**src/rtl/cpu_paddle_ctrl.sv**
```systemverilog
// CPU opponent for the right-hand Pong paddle: watches the ball once per frame
// and issues up/down requests after a reaction delay, with a dead zone.
module cpu_paddle_ctrl #(
  parameter int POS_W        = 10,
  parameter int SCREEN_H     = 480,
  parameter int PADDLE_H     = 64,
  parameter int DEAD_ZONE    = 4,
  parameter int REACT_FRAMES = 2
) (
  input  logic             clk,
  input  logic             rst_n,
  input  logic             enable,
  input  logic             frame_tick,
  input  logic [POS_W-1:0] ball_x,
  input  logic [POS_W-1:0] ball_y,
  input  logic [POS_W-1:0] paddle_y,
  output logic             paddle_up,
  output logic             paddle_down,
  output logic [1:0]       state
);

  typedef enum logic [1:0] {
    ST_HOME  = 2'd0,
    ST_WAIT  = 2'd1,
    ST_TRACK = 2'd2
  } state_e;

  localparam logic [POS_W:0] HOME_Y = (POS_W+1)'(SCREEN_H / 2);
  localparam logic [POS_W:0] HALF_H = (POS_W+1)'(PADDLE_H / 2);
  localparam logic [POS_W:0] DZ     = (POS_W+1)'(DEAD_ZONE);
  localparam logic [3:0]     REACT  = 4'(REACT_FRAMES);

  state_e           state_q, state_d;
  logic [3:0]       cnt_q, cnt_d;
  logic [POS_W-1:0] prev_x_q;
  logic             prev_valid_q;
  logic             up_q, up_d;
  logic             down_q, down_d;

  logic             approaching;
  logic [POS_W:0]   centre;
  logic [POS_W:0]   target;

  assign approaching = prev_valid_q && (ball_x > prev_x_q);

  always_comb begin
    state_d = state_q;
    cnt_d   = cnt_q;
    if (!enable) begin
      state_d = ST_HOME;
      cnt_d   = 4'd0;
    end else begin
      case (state_q)
        ST_HOME: begin
          if (approaching) begin
            state_d = (REACT == 4'd0) ? ST_TRACK : ST_WAIT;
            cnt_d   = REACT;
          end
        end
        ST_WAIT: begin
          if (!approaching)        state_d = ST_HOME;
          else if (cnt_q <= 4'd1)  state_d = ST_TRACK;
          else                     cnt_d   = cnt_q - 4'd1;
        end
        ST_TRACK: begin
          if (!approaching) state_d = ST_HOME;
        end
        default: state_d = ST_HOME;
      endcase
    end
  end

  // Extra bit keeps centre and target+DZ from wrapping near the bottom edge.
  always_comb begin
    centre = {1'b0, paddle_y} + HALF_H;
    target = (state_d == ST_TRACK) ? {1'b0, ball_y} : HOME_Y;
    down_d = enable && ((centre + DZ) < target);
    up_d   = enable && (centre > (target + DZ));
  end

  always_ff @(posedge clk or negedge rst_n) begin
    if (!rst_n) begin
      state_q      <= ST_HOME;
      cnt_q        <= 4'd0;
      prev_x_q     <= '0;
      prev_valid_q <= 1'b0;
      up_q         <= 1'b0;
      down_q       <= 1'b0;
    end else if (frame_tick) begin
      state_q      <= state_d;
      cnt_q        <= cnt_d;
      prev_x_q     <= ball_x;
      prev_valid_q <= 1'b1;
      up_q         <= up_d;
      down_q       <= down_d;
    end
  end

  assign paddle_up   = up_q;
  assign paddle_down = down_q;
  assign state       = state_q;

endmodule

```
**config.mk**
```make
export PLATFORM = sky130hd
export DESIGN_NAME = cpu_paddle_ctrl
export DESIGN_NICKNAME = d
export VERILOG_FILES = /design/src/rtl/cpu_paddle_ctrl.sv
export SDC_FILE = /design/constraint.sdc
export NUM_CORES = 1
export LEC_CHECK = 0
export CAP_MARGIN = 20
export CORE_MARGIN = 2
export CORE_UTILIZATION = 56
export DETAILED_ROUTE_END_ITERATION = 16
export GPL_ROUTABILITY_DRIVEN = 0
export PLACE_DENSITY = 0.94
export SLEW_MARGIN = 10
export SYNTH_ARGS = -nofsm -noshare
export SYNTH_HDL_FRONTEND = slang
export SYNTH_SLANG_ARGS = --single-unit
```
**constraint.sdc**
```tcl
create_clock -name clk -period 7.87 [get_ports clk]
set_input_delay 0.787 -clock clk [delete_from_list [all_inputs] [get_ports clk]]
set_output_delay 0.787 -clock clk [all_outputs]
set_load 0.01 [all_outputs]
```
Word-level counts from Yosys, hierarchy flattened
Index checks and enable logic that the tools add are counted.
{"block": "totals", "in_bits": 34, "elab_cells": 38, "out_inout_bits": 4, "reg_bits": 19}
{"block": "op_classes", "reduce_logical": 5, "n_mux": 12, "n_addsub": 4, "n_eq_ne": 7, "n_lt_le_gt_ge": 4}
{"op": "$mux W4", "n": 4}
{"op": "$add A10 B3 Y11 const B", "n": 1}
{"op": "$add A10 B6 Y11 const B", "n": 1}
{"op": "$add A11 B3 Y11 const B", "n": 1}
{"op": "$gt A11 B11 Y1", "n": 1}
{"op": "$lt A11 B10 Y1", "n": 1}
{"op": "$gt A10 B10 Y1", "n": 1}
{"op": "$mux W10", "n": 1}
{"op": "$mux W2", "n": 5}
{"op": "$ne A3 B3 Y1 const B", "n": 3}
{"op": "$pmux W4 S2", "n": 1}
{"op": "$pmux W2 S3", "n": 1}
{"op": "$reduce_and A5 Y1", "n": 1}
{"op": "$eq A2 B2 Y1 const B", "n": 2}
{"op": "$le A4 B1 Y1 const B", "n": 1}
{"op": "$sub A4 B1 Y4 const B", "n": 1}
{"op": "$logic_and A1 B1 Y1", "n": 3}
{"op": "$ne A3 B1 Y1 const B", "n": 1}
{"op": "$eq A2 B1 Y1 const B", "n": 1}
{"op": "$logic_not A2 Y1", "n": 1}

Logic depth before layout (Yosys ltp)
Gate-level depths: netlist (run 1).
{"block": "depth", "depth_word": 10, "ltp_mapped": 18, "ltp_nobuf": 17}

Least setup slack after synthesis (run 1)
Ideal clock, no wire load.
{"block": "synth_timing", "path_type": "input port to flip-flop", "from": "in ball_x[5]", "to": "reg up_q (netlist: paddle_up)", "arrival_time_ns": 3.988, "t_required_ns": 7.733, "n_path_buf": 1, "path_stages": 17, "path_slack_ns": 3.745, "path_cell_list": "ha_1 > nand4_1 > a211oi_2 > a2111oi_2 > nor4b_1 > clkbuf_1 > nand2_1 > inv_1 > ha_1 > a21boi_0 > o221ai_1 > ha_1 > nand4_1 > o311ai_0 > nor2_1 > a21oi_1 > o31ai_1"}
{"block": "synth_between", "elab_chain_len": 10}
{"item": "from (decl)", "line_no": "14", "text": "input logic [POS_W-1:0] ball_x,"}
{"item": "$gt A10 B10 Y1 *", "line_no": "44", "text": "assign approaching = prev_valid_q && (ball_x > prev_x_q);"}
{"item": "$logic_and A1 B1 Y1 *", "line_no": "44"}
{"item": "$mux W2 (on tied branches)", "line_no": "66, 55, 61"}
{"item": "$pmux W2 S3 *", "line_no": "53", "text": "case (state_q)"}
{"item": "$mux W2 *", "line_no": "49", "text": "if (!enable) begin"}
{"item": "$eq A2 B2 Y1 *", "line_no": "76", "text": "target = (state_d == ST_TRACK) ? {1'b0, ball_y} : HOME_Y;"}
{"item": "$mux W10 *", "line_no": "76"}
{"item": "$add A10 B3 Y11 *", "line_no": "78", "text": "up_d = enable && (centre > (target + DZ));"}
{"item": "$gt A11 B11 Y1 *", "line_no": "78"}
{"item": "$logic_and A1 B1 Y1 *", "line_no": "78"}
{"item": "to (signal assigned)", "line_no": "94", "text": "up_q <= up_d;"}
{"item": "to (decl)", "line_no": "37", "text": "logic up_q, up_d;"}
Every way passes the cells marked *; elsewhere a longest branch is shown, timed or not.
A chain may end at the register's enable or synchronous reset.

Worst setup path after layout (run 1)
Ends and elaborated chain as after synthesis.

==> results of run 1 <==
## worst max path at each step
stage / from / end / slack, ps / depth (start not counted)
3_3_place_gp: ball_x[5] / paddle_up / 3370 / 18
6_report: ball_x[5] / paddle_up / 3420 / 18
4_1_cts: ball_x[5] / paddle_up / 3400 / 18
5_1_grt: ball_x[5] / paddle_up / 2990 / 18
2_1_floorplan: ball_x[5] / paddle_up / 3740 / 17
3_5_place_dp: ball_x[5] / paddle_up / 3020 / 18
## worst max-delay path, cell delays in order
cell             delay, ps
clkdlybuf4s50_1        440
ha_1                   330
nand4_1                160
a211oi_2               250
a2111oi_2              110
nor4b_1                260
buf_4                  230
nand2_1                 90
inv_1                   80
ha_1                   280
a21boi_0               240
o221ai_1               150
ha_1                   350
nand4_1                 90
o311ai_0               470
nor2_1                 100
a21oi_1                130
o31ai_1                 80
## sequential cells by signal, indices dropped and copies added (netlist names)
signal,cells
cnt_q,4
state,2
prev_valid_q,1
paddle_up,1
paddle_down,1
prev_x_q,10
## per-layer routing
layer / GRT usage (%) / vias to the layer above / share of wire, %
met5: 0 / - / 0
met4: 5.278 / 0 / 1.5
met3: 3.604 / 6 / 3.3
met2: 45.16 / 41 / 53
met1: 28.39 / 863 / 42
li1: - / 903 / -
## cell families (layout without fill, tap and decap cells)
| group | after synthesis | count (layout) | synth area share [%] |
|---|---|---|---|
| xor gates and xnor gates | 13 | 13 | 5.917 |
| DFF | 19 | 19 | 24.71 |
| AOI/OAI and AO/OA | 50 | 50 | 18.14 |
| buffers and inverters | 31 | 68 | 6.111 |
| muxes | 3 | 3 | 1.690 |
| adders and majority gates | 35 | 35 | 22.76 |
| and+or+nand+nor | 82 | 82 | 20.68 |
## power breakdown
part	leakage (uW)	internal, uW	switching (uW)
Sequential	0.000237	108	8.88
Combinational	0.000858	59.8	64.9
Clock	0.0000177	19.0	31.1
## layout make-up
| class | instances | area share [%] |
|---|---|---|
| inverter | 26 | 4.123 |
| sequential | 19 | 20.08 |
| clock inverter | 1 | 0.2114 |
| tap | 46 | 2.431 |
| clock buffer | 3 | 0.9514 |
| timing repair buffer | 38 | 15.96 |
| multi-input combinational | 183 | 56.24 |
## synth_stat cells, types with 4 or more instances
cell type	n	area share, %
xnor2_1	8	3.6
clkbuf_1	4	0.78
nand2_1	28	5.5
dfrtp_1	19	25
ha_1	35	23
a21oi_1	11	2.9
nand3_1	12	3.1
o21ai_0	17	4.4
nor2_1	17	3.3
inv_1	26	5.1
nand4_1	7	2.3
xor2_1	5	2.3
## per-stage QoR
step	std cells	cell area (um2)
6_report	316	2367
5_1_grt	316	2367
4_1_cts	316	2367
3_5_place_dp	312	2340
3_3_place_gp	312	2340
2_1_floorplan	233	1924
==> metrics.txt, run 1 <==
Resized cells post-CTS=0; vias per std cell=roughly 5.7; standard-cell rows=21; first-pass GRT wire length=7583 um; Residual DRC=0; Final Util=71.50%; Worst Max-Slew Pin Slew=887.5 ps; Sequential cell area=between 400 and 500 um2; Post-synth ARST share=100.0%; final worst path period need=4453 ps; DR WL/cell=roughly 14 um; WHS Endpoint=prev_valid_q; Crit Path Max Fanout=12; Hold Crit Class=reg2reg; WHS=508.3 ps; gr ovfl total=0; setup tns final=0 ps; Mapped Cells=roughly 230; initial core utilization=58.13%; area added between synthesis and finish=23.02%; vias in the first global route=about 1800; Avg Cell Area, Syn=roughly 8.3 um2; TritonCTS buffer count=3; RSZ-0062 raised after global routing=false; Worst R2R Start=cnt_q[0]; Overall Global Routing Usage=between 20% and 30%; Max Cap Viol=0; max-slew violations=0; Yosys reg bits=19; initial drt markers=around 120; Buffers on Ports=37; Post-synth EDFFs=0; Core Area=3311 um2; layout cells sized above 1=under 10%; die area=about 4000 um2; Root Driver=clkbuf_4; sequential share of the synthesized area=between 20% and 30%; endpoints failing setup=0; fin worst setup slack=around 3400 ps; Leak=around 0.0011 uW; commonest cells after routing, fill and taps aside=clkdlybuf4s50_1, ha_1, nand2_1; PD cells=~120 nW/um2; Yosys warning count=0; Reg-to-Reg End=paddle_up; commonest non-fill, non-tap cell in the layout=clkdlybuf4s50_1; synthesized area=1924 um2; status=completed; fillers=268; # Post-CTS Setup Buffers=0; Startpoint Class=input port; nets=340; PnR Total Power=~290 uW; Die H=62.62 um; Clock Path Buffers=2; via count=about 1800; Fin. Hold Viols=0; clk sinks=19; VDD IR max=0.06682 mV; pre-CTS WS=3018 ps; antenna viol nets, final=0; crit end category=register; CTS Hold Bufs=0; hold path depth=1; ANT cells=0; min-delay src=prev_valid_q; syn nets=approximately 300; Die W=approximately 63 um; Synth cell types=43; later-pin clock latency in the skew report=about 300 ps; Arr. time, crit path=4630 ps; Reg clk slew, reported paths=about 100 ps; max_slew headroom=between 40% and 50%; H-tree depth=1; Primary FF master, synth=dfrtp_1; DRT Wirelength=approximately 4400 um; TritonRoute pass-1 iters=4; initial antenna violation count=0; CP Class=in2reg; TritonCTS clock tree=yes; I/O Pins=38; largest net degree at the start of global routing=30; Peak Freq=around 0.22 GHz; area occupied by multi-input gates=between 1000 and 1500 um2; post-route clock period utilization=about 57%; Reg2Reg Depth=18; Critical Path RT=between 8000 and 9000 ps; FF-to-FF setup slack=3940 ps; Fin Clk Skew=about 9.0 ps; HPWL Detailed=about 3600 um
No activity file was read; power rests on OpenSTA's default activity.
==> run 2: changes to the inputs <==
CORE_UTILIZATION = 47   (was 56)
PLACE_DENSITY = 0.85   (was 0.94)
clock period = 3.7 ns   (was 7.87 ns; I/O delays follow)
==> metrics.txt, run 2 (synthesis results as in run 1) <==
status=completed (unchanged); Worst Max-Slew Pin Slew=937.5 ps (was 887.5 ps); first-pass GRT wire length=7493 um (was 7583 um); Finished Layout Cells=339 (was 316); Core Area=3971 um2 (was 3311 um2); via count=1874 (was 1813); HPWL Detailed=3641 um (was 3637 um); PD cells=265.3 nW/um2 (was 123.3 nW/um2); CTS Hold Bufs=0 (unchanged); TritonRoute pass-1 iters=4 (unchanged); max-slew violations=0 (unchanged); fillers=314 (was 268); die area=4622 um2 (was 3921 um2); Clock Path Buffers=2 (unchanged); Arr. time, crit path=3740 ps (was 4630 ps); Cell Area, Placed=2464 um2 (was 2340 um2); DR WL/cell=14.20 um (was 13.79 um); max_slew headroom=37.30% (was 40.65%); FF-to-FF setup slack=210 ps (was 3940 ps); met1 WL=2229 um (was 1826 um); DR WL met2=2399 um (was 2324 um); initial core utilization=48.46% (was 58.13%); DRT Wirelength=4813 um (was 4359 um); Fin. Hold Viols=0 (unchanged); Final Util=67.04% (was 71.50%); Met3 Wirelength=138 um (was 142 um); Buffers on Ports=37 (unchanged); antenna viol nets, final=0 (unchanged); Peak Freq=about 0.28 GHz; Startpoint Class=input port (unchanged); Die W=67.99 um (was 62.62 um); TritonCTS clock tree=yes (unchanged); Hold Crit Class=in2reg (was reg2reg); clk sinks=19 (unchanged); later-pin clock latency in the skew report=270 ps (was 300 ps); vias in the first global route=1709 (was 1798); final instance area=2663 um2 (was 2367 um2); Inst Count DP=331 (was 312); vias per std cell=5.528 (was 5.737); standard-cell rows=23 (was 21); initial antenna violation count=0 (unchanged); Root Driver=clkbuf_8 (was clkbuf_4); Residual DRC=0 (unchanged); post-route clock period utilization=a little over nine tenths; CP Class=in2reg (unchanged); crit end category=register (unchanged); Critical Path RT=3840 ps (was 8050 ps); Leak=0.001277 uW (was 0.001113 uW); initial drt markers=133 (was 122); nets=359 (was 340); gr ovfl total=0 (unchanged); largest net degree at the start of global routing=30 (unchanged); TritonCTS buffer count=3 (unchanged); area added between synthesis and finish=38.36% (was 23.02%); I/O Pins=38 (unchanged); PnR Total Power=706.4 uW (was 291.9 uW); Reg clk slew, reported paths=90 ps (was 100 ps); Overall Global Routing Usage=20.89% (was 23.93%); Crit Path Max Fanout=6 (was 12); Largest register FFs=10 (unchanged); Die H=67.99 um (was 62.62 um); ANT cells=0 (unchanged); layout cells sized above 1=14.88% (was 4.074%); Highest Signal Layer=met4 (unchanged); Fin Clk Skew=13.21 ps (was 9.025 ps); VDD IR max=0.1386 mV (was 0.06682 mV); Biggest register=prev_x_q (unchanged); fin worst setup slack=101.8 ps (was 3417 ps); Max Cap Viol=0 (unchanged); H-tree depth=1 (unchanged); final worst path period need=3598 ps; pre-CTS WS=-441.8 ps (was 3018 ps); endpoints failing setup=0 (unchanged); commonest cells after routing, fill and taps aside=ha_1, clkdlybuf4s50_1, nand2_1 (was clkdlybuf4s50_1, ha_1, nand2_1)
run 2: critical path, stage by stage:
cell,delay (ps)
clkdlybuf4s50_1,440
ha_1,320
nand4_1,190
a211oi_4,250
a2111oi_4,80
buf_4,160
or4b_1,610
buf_4,200
nor2_1,140
ha_1,210
nand4_1,110
o311ai_2,330
nor2_1,80
a21oi_1,150
o31ai_1,100
run 2: path summary, 6_finish.rpt:
| kind | start | endpoint | cells after the start |
|---|---|---|---|
| min in group asynchronous | rst_n | prev_x_q[3] | 1 |
| max | ball_x[2] | paddle_up | 15 |
| max in group asynchronous | rst_n | cnt_q[0] | 1 |
| min reg2reg | prev_x_q[0] | prev_x_q[0] | 1 |
| max reg2reg | prev_x_q[9] | paddle_up | 15 |
| min | ball_x[7] | prev_x_q[7] | 3 |
run 2: per-stage QoR:
step / hold WS (ps) / TNS, ps
floorplan: 74.41 / 0
global placement: 458.3 / -201.2
detailed placement: 476.6 / -441.8
CTS: 524.8 / 0
global route: 386.9 / -78.97
finish: 363.9 / 0
run 2: layout make-up:
type	count	area, um2	share of cell area [%]
Sequential cell	19	475.5	17.86
Clock buffer	3	41.29	1.551
Tap cell	50	62.56	2.350
Timing Repair Buffer	57	539.3	20.25
Clock inverter	1	5.005	0.1880
Inverter	26	97.59	3.665
Multi-Input combinational cell	183	1441	54.14
run 2: metal layers:
metal	vias up	track usage, %
met2	39	37.50
met5	-	0
li1	942	-
met3	6	2.467
met1	887	26.59
met4	0	4.750
run 2: power by group:
part           internal [uW]  switching (uW)
clock network           75.1            78.0
logic                    150             155
registers                231            17.6
total                    456             251
run 2: what timing repair did:
action / CTS / global route
pin swaps: 4 / 14
endpoints found under the setup margin: 1 / 1
endpoints found under the hold margin: 0 / 0
buffers inserted: 2 / 2
resized for setup: 5 / 20
